File: config.mk
export PLATFORM = sky130hd
export DESIGN_NAME = branch_resolve_flat
export DESIGN_NICKNAME = d
export VERILOG_FILES = /design/src/rtl/branch_resolve_if.sv /design/src/rtl/branch_resolve.sv /design/src/flat_wrapper.sv
export SDC_FILE = /design/constraint.sdc
export NUM_CORES = 1
export LEC_CHECK = 0
export BUFFER_PORTS_ARGS = -buffer_cell sky130_fd_sc_hd__buf_4
export CORE_AREA = 8 8 165 167
export CTS_CLUSTER_DIAMETER = 80
export CTS_CLUSTER_SIZE = 16
export DETAILED_ROUTE_END_ITERATION = 10
export DIE_AREA = 0 0 173 175
export GPL_TIMING_DRIVEN = 1
export PLACE_DENSITY = 0.76
export SYNTH_ARGS = -nofsm -noshare
export SYNTH_HDL_FRONTEND = slang
export SYNTH_SLANG_ARGS = --single-unit
File: constraint.sdc
create_clock -name cpu_clk -period 2.5 [get_ports cpu_clk]
set_input_delay 0 -clock cpu_clk [delete_from_list [all_inputs] [get_ports cpu_clk]]
set_output_delay 0 -clock cpu_clk [all_outputs]
set_load 0.005 [all_outputs]
File: src/rtl/branch_resolve_if.sv
// Bundles the fetch/pipeline/resolve inputs and the redirect/update outputs of branch_resolve.
`default_nettype none

interface branch_resolve_if #(
  parameter int ADDR_WIDTH = 32,
  parameter int CNT_WIDTH  = 16
);
  logic                  if_valid;
  logic [ADDR_WIDTH-1:0] pc_if;
  logic                  predict_taken_if;
  logic [ADDR_WIDTH-1:0] predict_target_pc_if;
  logic                  is_loop_if;
  logic                  if_adv;
  logic                  dec_adv;
  logic                  resolve_valid;
  logic                  resolve_taken;
  logic [ADDR_WIDTH-1:0] resolve_target_pc;
  logic [ADDR_WIDTH-1:0] ex_pc;
  logic                  redirect_valid;
  logic [ADDR_WIDTH-1:0] redirect_pc;
  logic                  flush;
  logic                  branch_ex;
  logic                  branch_taken_ex;
  logic [ADDR_WIDTH-1:0] branch_pc_ex;
  logic [ADDR_WIDTH-1:0] branch_target_pc;
  logic                  is_loop_ex;
  logic [CNT_WIDTH-1:0]  branch_cnt;
  logic [CNT_WIDTH-1:0]  mispredict_cnt;

  modport master (
    output if_valid, pc_if, predict_taken_if, predict_target_pc_if, is_loop_if,
           if_adv, dec_adv, resolve_valid, resolve_taken, resolve_target_pc, ex_pc,
    input  redirect_valid, redirect_pc, flush, branch_ex, branch_taken_ex,
           branch_pc_ex, branch_target_pc, is_loop_ex, branch_cnt, mispredict_cnt
  );

  modport slave (
    input  if_valid, pc_if, predict_taken_if, predict_target_pc_if, is_loop_if,
           if_adv, dec_adv, resolve_valid, resolve_taken, resolve_target_pc, ex_pc,
    output redirect_valid, redirect_pc, flush, branch_ex, branch_taken_ex,
           branch_pc_ex, branch_target_pc, is_loop_ex, branch_cnt, mispredict_cnt
  );
endinterface

`default_nettype wire

File: src/rtl/branch_resolve.sv
// Carries fetch-time branch predictions to EX, detects mispredicts, issues redirect/flush,
// drives the predictor update strobe and keeps saturating branch/mispredict counters.
`default_nettype none

module branch_resolve #(
  parameter int ADDR_WIDTH   = 32,
  parameter int FLUSH_CYCLES = 2,
  parameter int CNT_WIDTH    = 16
) (
  input  logic              cpu_clk,
  input  logic              cpu_rstn,
  branch_resolve_if.slave   bus
);
  typedef enum logic [0:0] {IDLE = 1'b0, FLUSH = 1'b1} state_t;

  typedef struct packed {
    logic                  valid;
    logic [ADDR_WIDTH-1:0] pc;
    logic                  taken;
    logic [ADDR_WIDTH-1:0] target;
    logic                  loop;
  } pred_t;

  localparam logic [2:0] FCNT_INIT = 3'(FLUSH_CYCLES - 1);

  state_t                state_q, state_d;
  logic [2:0]            fcnt_q, fcnt_d;
  pred_t                 dec_q, dec_d, ex_q, ex_d;
  logic                  redirect_valid_q, redirect_valid_d;
  logic [ADDR_WIDTH-1:0] redirect_pc_q, redirect_pc_d;
  logic                  flush_q, flush_d;
  logic                  branch_ex_q, branch_ex_d;
  logic                  branch_taken_q, branch_taken_d;
  logic [ADDR_WIDTH-1:0] branch_pc_q, branch_pc_d;
  logic [ADDR_WIDTH-1:0] branch_target_q, branch_target_d;
  logic                  is_loop_q, is_loop_d;
  logic [CNT_WIDTH-1:0]  branch_cnt_q, branch_cnt_d;
  logic [CNT_WIDTH-1:0]  mispredict_cnt_q, mispredict_cnt_d;

  logic                  match;
  logic                  pred_taken;
  logic [ADDR_WIDTH-1:0] pred_target;
  logic                  mispredict;
  logic [ADDR_WIDTH-1:0] correct_pc;

  // A prediction only counts if the EX slot really carries the resolving instruction.
  assign match       = ex_q.valid && (ex_q.pc == bus.ex_pc);
  assign pred_taken  = match && ex_q.taken;
  assign pred_target = match ? ex_q.target : '0;
  assign mispredict  = (pred_taken != bus.resolve_taken) ||
                       (pred_taken && bus.resolve_taken && (pred_target != bus.resolve_target_pc));
  assign correct_pc  = bus.resolve_taken ? bus.resolve_target_pc
                                         : bus.ex_pc + ADDR_WIDTH'(4);

  always_comb begin
    state_d          = state_q;
    fcnt_d           = fcnt_q;
    dec_d            = dec_q;
    ex_d             = ex_q;
    redirect_valid_d = 1'b0;
    redirect_pc_d    = redirect_pc_q;
    flush_d          = flush_q;
    branch_ex_d      = 1'b0;
    branch_taken_d   = branch_taken_q;
    branch_pc_d      = branch_pc_q;
    branch_target_d  = branch_target_q;
    is_loop_d        = is_loop_q;
    branch_cnt_d     = branch_cnt_q;
    mispredict_cnt_d = mispredict_cnt_q;

    if (flush_q) begin
      dec_d.valid = 1'b0;
      ex_d.valid  = 1'b0;
    end else begin
      if (bus.dec_adv) ex_d = dec_q;
      if (bus.if_adv) begin
        dec_d = '{valid: bus.if_valid, pc: bus.pc_if, taken: bus.predict_taken_if,
                  target: bus.predict_target_pc_if, loop: bus.is_loop_if};
      end
    end

    case (state_q)
      IDLE: begin
        if (bus.resolve_valid) begin
          branch_ex_d     = 1'b1;
          branch_taken_d  = bus.resolve_taken;
          branch_pc_d     = bus.ex_pc;
          branch_target_d = bus.resolve_target_pc;
          is_loop_d       = match && ex_q.loop;
          if (~&branch_cnt_q) branch_cnt_d = branch_cnt_q + CNT_WIDTH'(1);
          if (mispredict) begin
            if (~&mispredict_cnt_q) mispredict_cnt_d = mispredict_cnt_q + CNT_WIDTH'(1);
            redirect_valid_d = 1'b1;
            redirect_pc_d    = correct_pc;
            flush_d          = 1'b1;
            fcnt_d           = FCNT_INIT;
            state_d          = FLUSH;
          end
        end
      end
      FLUSH: begin
        if (fcnt_q == 3'd0) begin
          state_d = IDLE;
          flush_d = 1'b0;
        end else begin
          fcnt_d = fcnt_q - 3'd1;
        end
      end
      default: state_d = IDLE;
    endcase
  end

  always_ff @(posedge cpu_clk) begin
    if (!cpu_rstn) begin
      state_q          <= IDLE;
      fcnt_q           <= '0;
      dec_q            <= '0;
      ex_q             <= '0;
      redirect_valid_q <= 1'b0;
      redirect_pc_q    <= '0;
      flush_q          <= 1'b0;
      branch_ex_q      <= 1'b0;
      branch_taken_q   <= 1'b0;
      branch_pc_q      <= '0;
      branch_target_q  <= '0;
      is_loop_q        <= 1'b0;
      branch_cnt_q     <= '0;
      mispredict_cnt_q <= '0;
    end else begin
      state_q          <= state_d;
      fcnt_q           <= fcnt_d;
      dec_q            <= dec_d;
      ex_q             <= ex_d;
      redirect_valid_q <= redirect_valid_d;
      redirect_pc_q    <= redirect_pc_d;
      flush_q          <= flush_d;
      branch_ex_q      <= branch_ex_d;
      branch_taken_q   <= branch_taken_d;
      branch_pc_q      <= branch_pc_d;
      branch_target_q  <= branch_target_d;
      is_loop_q        <= is_loop_d;
      branch_cnt_q     <= branch_cnt_d;
      mispredict_cnt_q <= mispredict_cnt_d;
    end
  end

  assign bus.redirect_valid   = redirect_valid_q;
  assign bus.redirect_pc      = redirect_pc_q;
  assign bus.flush            = flush_q;
  assign bus.branch_ex        = branch_ex_q;
  assign bus.branch_taken_ex  = branch_taken_q;
  assign bus.branch_pc_ex     = branch_pc_q;
  assign bus.branch_target_pc = branch_target_q;
  assign bus.is_loop_ex       = is_loop_q;
  assign bus.branch_cnt       = branch_cnt_q;
  assign bus.mispredict_cnt   = mispredict_cnt_q;

endmodule

`default_nettype wire

File: src/flat_wrapper.sv
// flat-port wrapper written by rule: the top's interface ports become plain ports
module branch_resolve_flat 
#(
  parameter int ADDR_WIDTH   = 32,
  parameter int FLUSH_CYCLES = 2,
  parameter int CNT_WIDTH    = 16
)
  (cpu_clk, cpu_rstn, bus_if_valid, bus_pc_if, bus_predict_taken_if, bus_predict_target_pc_if, bus_is_loop_if, bus_if_adv, bus_dec_adv, bus_resolve_valid, bus_resolve_taken, bus_resolve_target_pc, bus_ex_pc, bus_redirect_valid, bus_redirect_pc, bus_flush, bus_branch_ex, bus_branch_taken_ex, bus_branch_pc_ex, bus_branch_target_pc, bus_is_loop_ex, bus_branch_cnt, bus_mispredict_cnt);
  branch_resolve_if #(.ADDR_WIDTH(ADDR_WIDTH), .CNT_WIDTH(CNT_WIDTH)) bus_i ();
  input  logic cpu_clk;
  input  logic cpu_rstn;
  input wire logic [$bits(bus_i.if_valid)-1:0] bus_if_valid;
  input wire logic [$bits(bus_i.pc_if)-1:0] bus_pc_if;
  input wire logic [$bits(bus_i.predict_taken_if)-1:0] bus_predict_taken_if;
  input wire logic [$bits(bus_i.predict_target_pc_if)-1:0] bus_predict_target_pc_if;
  input wire logic [$bits(bus_i.is_loop_if)-1:0] bus_is_loop_if;
  input wire logic [$bits(bus_i.if_adv)-1:0] bus_if_adv;
  input wire logic [$bits(bus_i.dec_adv)-1:0] bus_dec_adv;
  input wire logic [$bits(bus_i.resolve_valid)-1:0] bus_resolve_valid;
  input wire logic [$bits(bus_i.resolve_taken)-1:0] bus_resolve_taken;
  input wire logic [$bits(bus_i.resolve_target_pc)-1:0] bus_resolve_target_pc;
  input wire logic [$bits(bus_i.ex_pc)-1:0] bus_ex_pc;
  output wire logic [$bits(bus_i.redirect_valid)-1:0] bus_redirect_valid;
  output wire logic [$bits(bus_i.redirect_pc)-1:0] bus_redirect_pc;
  output wire logic [$bits(bus_i.flush)-1:0] bus_flush;
  output wire logic [$bits(bus_i.branch_ex)-1:0] bus_branch_ex;
  output wire logic [$bits(bus_i.branch_taken_ex)-1:0] bus_branch_taken_ex;
  output wire logic [$bits(bus_i.branch_pc_ex)-1:0] bus_branch_pc_ex;
  output wire logic [$bits(bus_i.branch_target_pc)-1:0] bus_branch_target_pc;
  output wire logic [$bits(bus_i.is_loop_ex)-1:0] bus_is_loop_ex;
  output wire logic [$bits(bus_i.branch_cnt)-1:0] bus_branch_cnt;
  output wire logic [$bits(bus_i.mispredict_cnt)-1:0] bus_mispredict_cnt;
  assign bus_i.if_valid = bus_if_valid;
  assign bus_i.pc_if = bus_pc_if;
  assign bus_i.predict_taken_if = bus_predict_taken_if;
  assign bus_i.predict_target_pc_if = bus_predict_target_pc_if;
  assign bus_i.is_loop_if = bus_is_loop_if;
  assign bus_i.if_adv = bus_if_adv;
  assign bus_i.dec_adv = bus_dec_adv;
  assign bus_i.resolve_valid = bus_resolve_valid;
  assign bus_i.resolve_taken = bus_resolve_taken;
  assign bus_i.resolve_target_pc = bus_resolve_target_pc;
  assign bus_i.ex_pc = bus_ex_pc;
  assign bus_redirect_valid = bus_i.redirect_valid;
  assign bus_redirect_pc = bus_i.redirect_pc;
  assign bus_flush = bus_i.flush;
  assign bus_branch_ex = bus_i.branch_ex;
  assign bus_branch_taken_ex = bus_i.branch_taken_ex;
  assign bus_branch_pc_ex = bus_i.branch_pc_ex;
  assign bus_branch_target_pc = bus_i.branch_target_pc;
  assign bus_is_loop_ex = bus_i.is_loop_ex;
  assign bus_branch_cnt = bus_i.branch_cnt;
  assign bus_mispredict_cnt = bus_i.mispredict_cnt;
  branch_resolve #(.ADDR_WIDTH(ADDR_WIDTH), .FLUSH_CYCLES(FLUSH_CYCLES), .CNT_WIDTH(CNT_WIDTH)) u_core (.cpu_clk(cpu_clk), .cpu_rstn(cpu_rstn), .bus(bus_i));
endmodule
==> impl_metrics.tcl, run 1 <==
set metrics [dict create \
    switching_power_mw 2.53 \
    leakagePower_nw 6.87 \
    synthSimpleGateAreaFrac 0.244 \
    cts_tree "built" \
    dr.pass1.iters 9 \
    power.density_nw_per_um2 566 \
    critPathSlowestCell "dfxtp_2" \
    synth_top_family_by_area "simple AND/OR/NAND/NOR gates" \
    grt_first_pass_wirelength_um 64600 \
    crit_chain "xor2_1 > nor4_2 > nand4_1 > nor3_2 > and2_4 > ha_4 > a21oi_2 > nand3_2 > o31ai_4 > o41ai_4 > buf_4 > clkbuf_16 > mux2i_1 > nor2_1" \
    port_buffers 269 \
    setup_slack_ps -366 \
    start_util 0.482 \
    syn_inst 1547 \
    drtIter0Drc 1120 \
    die_w_um 173 \
    setup_viol_count_final 54 \
    synthXorXnorAreaFrac 0.0552 \
    clock_skew_ps 18.2 \
    synth-compound-area-share 0.158 \
    place_ws_ps -443 \
    min_to "u_core.dec_q[56]" \
    synth.area.mux_share 0.0345 \
    path_clk_slew_ps 70 \
    rsz0062_at_grt "yes" \
    criticalPathCategory "register to register" \
    tns_ps -15330 \
    cts.sinks 271 \
    clkPwrFrac 0.316 \
    nets 2087 \
    cp_data_required_time_ps 2880 \
    rr_startpoint "u_core.ex_q[52]" \
    ant_nets 0 \
    num_io_pins 270 \
    ys_warn_count 0 \
    sequentialPowerShare 0.503 \
    synth_area_um2 11900 \
    reg2regPathDepth 14 \
    dpl.hpwl_um 29800 \
    fmax_mhz 349 \
    min_path_type "input pin to register" \
    routed_wirelength_um 42100 \
    cp_data_arrival_time_ps 3250 \
    cts_made_buffers 20 \
    synth_top_cell_by_area "dfxtp_1" \
    layout-area-overhead-vs-synth_pct 39.0 \
    clock-root-buffer "clkbuf_16" \
    critPathBufInv 2 \
    yosys.cell_count.top_type "nand2_1" \
    synth_cell_type_count 50 \
    period_share 1.15 \
    power_frac_comb 0.181 \
    grt_pass1_vias 11900 \
    syn_nets 1690 \
    yosys-top-cells-area "dfxtp_1 (46%), nand2_1 (14%), a21oi_1 (9.6%), xor2_1 (4.8%), mux2i_1 (3.4%)" \
    worst-slew-pin-transition_ps 760 \
    critPathCaptureType "register" \
    dieArea_um2 30300 \
    wl_per_cell_um 18.5 \
    die_y_um 175 \
    ir_drop_uv 414 \
    synthArstFlopShare 0 \
    swShare 0.270 \
    synth-seq-cells 271 \
    grt-ovfl-total 0 \
    cp-start-kind "register" \
    slew_headroom 0.493 \
    cts-htree-levels 1 \
    rr_endpoint "u_core.bus.redirect_pc[20]" \
    status "complete, but fails checks" \
    grt_usage 0.261 \
    yosysTopAreaCellShare 0.456 \
    drive_gt1_frac 0.197 \
    hold_start "bus_if_adv" \
    r2r_slack_ps -370 \
    viasPerCell 5.46 \
    slew_violations 0 \
    ys_seq_area_frac 0.456 \
    max-clock-path-buffers 3 \
    core_area_um2 24700 \
    drv_cap 0 \
    critPathMaxStageDelay_ps 330 \
    synth_commonest_cells "nand2_1 (455), dfxtp_1 (271), a21oi_1 (229)" \
    synthAdderAreaFrac 0.00631 \
    vias 12400 \
    grt_start_max_net_pins 75 \
    worstHoldPathCells 4 \
    violations "setup timing" \
    cellInternalPower_mw 6.83 \
    drc 0 \
    crit_family "simple AND/OR/NAND/NOR gates" \
    avgSynthCellArea_um2 7.69 \
    routabilityCongestion 0.949 \
    antenna_found_initial 1 \
    synth_edf_count 0 \
    clock_latency_ps 520 \
    rows 58 \
    synth_ff_type "dfxtp_1" \
    fin_crit_ps 2870 \
    critPathMaxFanout 5 \
    hold_violations 0 \
]
==> worst max-delay path by stage <==
stage	startpoint	endpoint	slack (ps)	cells past startpoint
2_1_floorplan	u_core.ex_q[51]	u_core.bus.redirect_pc[10]	-40	14
3_3_place_gp	u_core.ex_q[52]	u_core.bus.mispredict_cnt[12]	-410	13
3_5_place_dp	u_core.ex_q[60]	u_core.bus.mispredict_cnt[12]	-440	13
4_1_cts	u_core.ex_q[60]	u_core.bus.mispredict_cnt[12]	-400	13
5_1_grt	u_core.ex_q[59]	u_core.bus.redirect_pc[5]	-520	14
6_report	u_core.ex_q[52]	u_core.bus.redirect_pc[20]	-370	14
==> cell families (layout without fill, tap and decap cells) <==
family                     Yosys count  in the layout
AOI/OAI and AO/OA                  343            343
xor gates and xnor gates            75             75
adders and majority gates            6              6
buffers and inverters              138            535
DFF                                271            271
muxes                               41             41
other                                0              1
and+or+nand+nor                    673            673
==> layout make-up <==
type,instances,area [um^2]
fillers,2036,8130
multi-input cells,1138,6040
inverters,44,170
repair buffers,469,3960
flip-flops and latches,271,5430
well taps,330,413
diodes,1,2.50
clock buffers,22,529
==> sequential cells by signal, indices dropped and copies added (netlist names) <==
name	flops
u_core.bus.redirect_valid	1
u_core.bus.branch_taken_ex	1
u_core.bus.branch_ex	1
u_core.bus.redirect_pc	32
u_core.bus.flush	1
u_core.bus.is_loop_ex	1
u_core.ex_q	67
u_core.dec_q	67
u_core.fcnt_q	3
u_core.bus.branch_pc_ex	32
u_core.bus.mispredict_cnt	16
u_core.state_q	1
u_core.bus.branch_cnt	16
u_core.bus.branch_target_pc	32
==> power groups by stage <==
| stage | logic (mW) | clock network [mW] | registers (mW) |
|---|---|---|---|
| finish | 1.70 | 2.96 | 4.71 |
| detailed placement | 1.47 | 0 | 4.80 |
| floorplan | 0.718 | 0 | 4.77 |
| global route | 1.83 | 3.17 | 4.73 |
| global placement | 1.44 | 0 | 4.79 |
| CTS | 1.64 | 2.98 | 4.70 |
==> repair_timing <==
| action | CTS | global route |
|---|---|---|
| pin swaps | 4 | 10 |
| setup buffers | 0 | 1 |
| gates cloned | 0 | 3 |
| endpoints found under the hold margin | 166 | 0 |
| hold buffers | 134 | 0 |
| setup endpoints to repair | 54 | 54 |
| gates resized for setup | 3 | 12 |
==> worst min-delay path, delay by kind of cell <==
family / cells / cell delay, ps
AND/OR/NAND/NOR: 2 / 310
AO/OA/AOI/OAI: 1 / 50
buffers and inverters: 1 / 120
==> metal layers <==
layer  vias to the layer above  global-route usage  share of wire
met5                         -                   0              0
met4                         0               0.109          0.040
met3                       118              0.0557          0.078
met2                       572               0.431           0.47
met1                      5786               0.326           0.42
li1                       5945                   -              -
==> cell usage in the layout (no fill, tap or decap), types with 4 or more instances in the layout <==
cell type,synthesis,routed
nand2_1,455,455
buf_4,2,326
dfxtp_1,271,268
a21oi_1,229,227
dlygate4sd3_1,0,134
nor2_1,69,68
xor2_1,65,65
o21ai_0,63,63
inv_1,43,43
mux2i_1,41,41
nand2b_1,36,33
nand3_1,25,23
clkbuf_16,0,22
nand4_1,21,21
and3_1,16,16
nor4_1,16,13
xnor2_1,10,10
and4_1,10,10
a21boi_0,8,8
a22oi_1,8,8
nor2b_1,9,6
buf_12,0,6
a2111oi_0,5,5
a211oi_1,5,5
ha_1,6,5
nor3_1,5,4
and2_1,5,4
==> per-stage QoR <==
step	cells	power, mW	area (um^2)	utilization	hold slack [ps]
2_1_floorplan	1547	5.48	11900	-	136
3_3_place_gp	2114	6.23	14500	0.589	249
3_5_place_dp	2114	6.26	14500	0.589	257
4_1_cts	2270	9.32	16400	0.665	10.3
5_1_grt	2275	9.73	16500	0.670	53.8
6_report	2275	9.37	16500	0.670	25.0
No activity file was read; power rests on OpenSTA's default activity.
==> run 2: changes to the inputs <==
CELL_PAD_IN_SITES_DETAIL_PLACEMENT = 1   (was unset)
CELL_PAD_IN_SITES_GLOBAL_PLACEMENT = 2   (was unset)
CORE_AREA = 8 8 165 284   (was 8 8 165 167)
DIE_AREA = 0 0 173 292   (was 0 0 173 175)
PLACE_DENSITY = unset   (was 0.76)
PLACE_DENSITY_LB_ADDON = 0.1   (was unset)
==> run 2 against run 1 <==
The flow still finishes with violations (setup timing); maximum frequency is 8.0% lower; combinational power is 9% higher; global-route usage is 6.0 points lower; via count is 0.68% lower; register-to-register slack worse by 250 ps; setup slack worse by 250 ps; sequential share of layout area is 1.5 points lower; critical path depth is 1 higher; first-iteration DRC count is 51% lower.
==> impl_metrics.tcl, run 2 (synthesized netlist as in run 1, its figures left out) <==
set metrics [dict create \
    dieArea_um2 50500 \
    final_area_um2 17300 \
    place_ws_ps -575 \
    clock-root-buffer "clkbuf_16" \
    core_area_um2 43000 \
    clock_skew_ps 13.8 \
    nets 2126 \
    rsz0062_at_grt "yes" \
    cts_made_buffers 20 \
    routed_wirelength_um 52900 \
    critPathCaptureType "register" \
    antenna_found_initial 1 \
    criticalPathCategory "register to register" \
    dr.pass1.iters 4 \
    dpl.hpwl_um 39400 \
    grt_start_max_net_pins 81 \
    hold_start "bus_if_adv" \
    ir_drop_uv 333 \
    drive_gt1_frac 0.209 \
    rr_endpoint "u_core.bus.mispredict_cnt[14]" \
    cp_data_required_time_ps 2940 \
    drc 0 \
    grt-ovfl-total 0 \
    num_io_pins 270 \
    start_util 0.277 \
    grt_usage 0.201 \
    setup_viol_count_final 54 \
    fin_crit_ps 3110 \
    rows 101 \
    critPathMaxFanout 7 \
    die_y_um 292 \
    worstHoldPathCells 4 \
    slew_violations 0 \
    max-clock-path-buffers 3 \
    wl_per_cell_um 20.7 \
    slew_headroom 0.412 \
    final_cell_mix "nand2_1 (454), buf_4 (343), dfxtp_1 (269)" \
    path_clk_slew_ps 80 \
    min_to "u_core.dec_q[38]" \
    grt_pass1_vias 13000 \
    min_path_type "input pin to register" \
    clock_latency_ps 530 \
    top_regs "u_core.dec_q: 67 flops, u_core.ex_q: 67 flops" \
    regArea_um2 5430 \
    multi_input_area_um2 6100 \
    cts-htree-levels 1 \
    cts.sinks 271 \
    period_share 1.25 \
    die_w_um 173 \
    cts_tree "built" \
    nFillCells 5154 \
    power.density_nw_per_um2 556 \
    hold_slack_ps 16.2 \
    fmax_mhz 321 \
    vias 12300 \
    cp-start-kind "register" \
    port_buffers 269 \
    leakagePower_nw 7.10 \
    setup_slack_ps -614 \
    viasPerCell 4.84 \
    place_area_um2 15000 \
    layout-area-overhead-vs-synth_pct 45.7 \
    worst-slew-pin-transition_ps 874 \
    fin_cells 2550 \
    reg2regPathDepth 15 \
    routabilityCongestion 0.867 \
    r2r_slack_ps -610 \
    dp_cells 2368 \
    tns_ps -27170 \
    violations "setup timing" \
    ant_nets 0 \
    hold_violations 0 \
    layout.cells.most_common "nand2_1" \
    drtIter0Drc 549 \
    grt_first_pass_wirelength_um 79400 \
    cp_data_arrival_time_ps 3560 \
    drv_cap 0 \
    rr_startpoint "u_core.ex_q[55]" \
    status "complete, but fails checks" \
]
run 2: cell count changes in the layout (fill, tap and decap cells not counted), moves of 3 or more:
cell | before | now
dlygate4sd3_1 | 134 | 150
nor2_1 | 68 | 64
clkbuf_16 | 22 | 26
buf_4 | 326 | 343
buf_12 | 6 | 9
run 2: where the power goes:
group	internal, mW	switching [mW]	total (mW)
sequential	4.54	0.170	4.71
combinational	0.879	0.976	1.86
clock	1.49	1.57	3.07
run 2: critical path: stages (launching register included):
cell and delay [ps]:
dfxtp_2 330, xor2_1 150, nor4_2 260, buf_4 140
nand4_1 110, nor3_2 280, and2_4 200, ha_4 190
a21oi_2 90, nand3_1 100, o31ai_2 330, o41ai_4 150
buf_12 180, buf_12 130, and3_1 140, a311oi_1 250
run 2: how the worst max path moves through the flow:
stage,from,endpoint,slack [ps],cells past startpoint
2_1_floorplan,u_core.ex_q[51],u_core.bus.redirect_pc[10],-40,14
3_3_place_gp,u_core.ex_q[51],u_core.bus.mispredict_cnt[15],-570,13
3_5_place_dp,u_core.ex_q[51],u_core.bus.mispredict_cnt[14],-570,13
4_1_cts,u_core.ex_q[51],u_core.bus.mispredict_cnt[14],-560,13
5_1_grt,u_core.ex_q[55],u_core.bus.mispredict_cnt[14],-760,15
6_report,u_core.ex_q[55],u_core.bus.mispredict_cnt[14],-610,15
run 2: cell type report:
| cell class | count | share of cell area |
|---|---|---|
| antenna | 1 | 0.000144 |
| clock buffer | 22 | 0.0305 |
| inverter | 44 | 0.00996 |
| tap | 566 | 0.0408 |
| multi-input combinational | 1138 | 0.352 |
| timing repair buffer | 508 | 0.254 |
| sequential | 271 | 0.313 |
run 2: stage by stage:
stage                util  power [mW]
detailed placement  0.349        6.41
CTS                 0.396        9.71
global route        0.404        10.1
floorplan               -        5.48
finish              0.404        9.64
global placement    0.349        6.38
run 2: metal layers:
layer | GRT usage | wire [um] | up-vias | share of wire
met5 | 0 | 0 | - | 0
met4 | 0.0901 | 2370 | 0 | 0.045
met3 | 0.0309 | 2060 | 100 | 0.039
met2 | 0.371 | 27400 | 297 | 0.52
met1 | 0.223 | 21000 | 5922 | 0.40
li1 | - | - | 6017 | -
run 2: what timing repair did:
action / 4_1_cts / 5_1_grt
hold endpoints to repair: 167 / 0
pin swaps: 1 / 8
buffers inserted: 0 / 3
gates resized for setup: 2 / 28
gates cloned: 0 / 6
endpoints found under the setup margin: 54 / 54
hold buffers: 150 / 0
==> run 3: changes to the inputs <==
ABC_AREA = 1   (was unset)
CORE_AREA = 8 8 173 297   (was 8 8 165 284)
DIE_AREA = 0 0 181 305   (was 0 0 173 292)
==> run 3 against run 2 <==
The run still ends with setup timing left; non-clock buffer count increased by 112; largest power group unchanged; hold slack improved by 13 ps; final cell count increased by 17%; via count increased by 16%; global-route usage increased by 1.1 points; highest routed layer unchanged; sequential share of layout area decreased by 3.1 points; first-iteration DRC count increased by 4.0%; count of clock-buffer cells in the layout unchanged; sequential power increased by 3%; combinational power increased by 18%.
==> impl_metrics.tcl, run 3 <==
set metrics [dict create \
    dpl.hpwl_um 46900 \
    yosys.cell_count.top_type "nand2_1" \
    fin_cells 2995 \
    hold_violations 0 \
    routed_wirelength_um 60900 \
    criticalPathCategory "register to register" \
    clock-root-buffer "clkbuf_16" \
    path_clk_slew_ps 80 \
    routabilityCongestion 0.873 \
    antenna_found_initial 2 \
    drive_gt1_frac 0.264 \
    grt_usage 0.212 \
    start_util 0.266 \
    worstHoldPathCells 5 \
    crit_top_cell "nand2_1" \
    yosys-top-cells-area "dfxtp_1 (43%), nand2_1 (11%), o21ai_0 (9.5%), nor2_1 (9.3%), a21oi_1 (5.6%)" \
    place_ws_ps -393 \
    regArea_um2 5440 \
    final_cell_mix "buf_4 (431), nand2_1 (319), nor2_1 (299)" \
    nets 2542 \
    grt_first_pass_wirelength_um 90500 \
    port_buffers 269 \
    ant_nets 0 \
    worst-slew-pin-transition_ps 771 \
    clock_latency_ps 530 \
    ys_seq_area_frac 0.430 \
    critPathMaxFanout 6 \
    critPathCaptureType "register" \
    die_y_um 305 \
    cts_tree "built" \
    tns_ps -18140 \
    r2r_slack_ps -400 \
    viasPerCell 4.78 \
    rsz0062_at_grt "yes" \
    wl_per_cell_um 20.3 \
    die_w_um 181 \
    synth_top_cell_by_area "dfxtp_1" \
    dr.pass1.iters 5 \
    rows 106 \
    cts_made_buffers 20 \
    violations "setup timing" \
    power.density_nw_per_um2 526 \
    clock_skew_ps 9.01 \
    cp-startpoint "u_core.ex_q[55]" \
    slew_violations 0 \
    layout-area-overhead-vs-synth_pct 53.2 \
    cts.sinks 271 \
    cp-start-kind "register" \
    max-clock-path-buffers 3 \
    hold_slack_ps 29.4 \
    ir_drop_uv 339 \
    num_io_pins 270 \
    synth_cell_type_count 38 \
    top_regs "u_core.dec_q: 67 flops, u_core.ex_q: 67 flops" \
    critPathSlowestCell "dfxtp_1" \
    min_path_type "input pin to register" \
    nFillCells 5883 \
    vias 14300 \
    cp_data_required_time_ps 2920 \
    fin_crit_ps 2900 \
    dieArea_um2 55200 \
    core_area_um2 47500 \
    multi_input_area_um2 6510 \
    syn_inst 1856 \
    slew_headroom 0.481 \
    cp_data_arrival_time_ps 3320 \
    grt_pass1_vias 15200 \
    synth_commonest_cells "nand2_1 (357), nor2_1 (314), dfxtp_1 (271)" \
    reg2regPathDepth 24 \
    critPathMaxStageDelay_ps 320 \
    period_share 1.16 \
    status "complete, but fails checks" \
    avgSynthCellArea_um2 6.79 \
    dp_cells 2798 \
    synth_ff_type "dfxtp_1" \
    drv_cap 0 \
    grt_start_max_net_pins 120 \
    ys_warn_count 0 \
    syn_nets 1999 \
    grt-ovfl-total 0 \
    fmax_mhz 345 \
    synthArstFlopShare 0 \
    drc 0 \
    yosysTopAreaCellShare 0.430 \
    setup_viol_count_final 54 \
    crit_chain "nand2_1 > nand2_1 > nor2_1 > nand2_1 > nor2_1 > nand2_1 > nor2_4 > buf_12 > clkbuf_16 > nand4_1 > nand2_1 > nand2_1 > nor2_1 > nand2_1 > nor2_1 > nand2_1 > nand2_2 > nand2_8 > buf_12 > clkbuf_16 > nand3_2 > nand2_1 > nand2_1 > nor2_1" \
    layout.cells.most_common "buf_4" \
    leakagePower_nw 8.75 \
    rr_startpoint "u_core.ex_q[55]" \
    synth_edf_count 0 \
    hold_start "bus_resolve_taken" \
    cts-htree-levels 1 \
    drtIter0Drc 571 \
    setup_slack_ps -395 \
    synth-seq-cells 271 \
    synth_area_um2 12600 \
]
run 3: changes by cell type in the layout (fill, tap and decap cells not counted), sizes merged, moves of 36 or more:
cell / before / now
a21oi: 229 / 150
buf: 353 / 471
inv: 44 / 162
mux2i: 41 / 0
nand2: 455 / 370
nand2b: 36 / 0
nand3: 25 / 107
nand4: 21 / 58
nor2: 69 / 317
o21ai: 63 / 239
xor2: 65 / 28
run 3: final timing paths:
path                                                endpoint
worst max-delay path            u_core.bus.mispredict_cnt[6]
worst min-delay path              u_core.bus.redirect_pc[16]
worst max register to register  u_core.bus.mispredict_cnt[6]
worst min register to register    u_core.bus.redirect_pc[23]
run 3: what timing repair did:
item,CTS,global route
endpoints found under the setup margin,54,58
gates resized for setup,54,79
cloned,7,5
hold buffers,145,0
setup buffers,15,6
pin swaps,7,54
endpoints found under the hold margin,161,0
run 3: cells by family after synthesis:
logic type / count (synthesis) / synth area share
AO/OA/AOI/OAI: 402 / 0.164
flip-flops: 271 / 0.430
buffers and inverters: 265 / 0.0838
adder cells (fa/ha/maj): 6 / 0.00595
AND/OR/NAND/NOR: 881 / 0.294
XOR/XNOR: 31 / 0.0215
run 3: power breakdown:
group / leakage (nW) / total (mW) / switching, mW / internal, mW
combinational: 6.25 / 2.20 / 1.18 / 1.01
clock: 0.260 / 3.10 / 1.61 / 1.49
sequential: 2.24 / 4.86 / 0.228 / 4.63
run 3: layer usage:
| layer | wire length (um) | vias to the layer above | GRT usage |
|---|---|---|---|
| met5 | 0 | - | 0 |
| met4 | 2590 | 0 | 0.0901 |
| met3 | 2370 | 80 | 0.0313 |
| met2 | 33000 | 299 | 0.413 |
| met1 | 22900 | 6806 | 0.220 |
| li1 | - | 7122 | - |
run 3: layout make-up:
type / instances / area share
diodes: 2 / 0.000259
clock buffers: 22 / 0.0274
inverters: 163 / 0.0319
multi-input cells: 1323 / 0.337
flip-flops and latches: 271 / 0.282
well taps: 594 / 0.0385
repair buffers: 620 / 0.283
run 3: critical path, delay by kind of cell (launching register included):
family / cells / cell delay (ps)
DFF: 1 / 320
and+or+nand+nor: 20 / 1870
buffers and inverters: 4 / 600
run 3: per-stage QoR:
step           utilization  cell area, um^2  total power, mW
2_1_floorplan            -            12600             5.72
3_3_place_gp         0.347            16500             6.84
3_5_place_dp         0.347            16500             6.87
4_1_cts              0.399            18900             10.3
5_1_grt              0.407            19300             10.7
6_report             0.407            19300             10.2
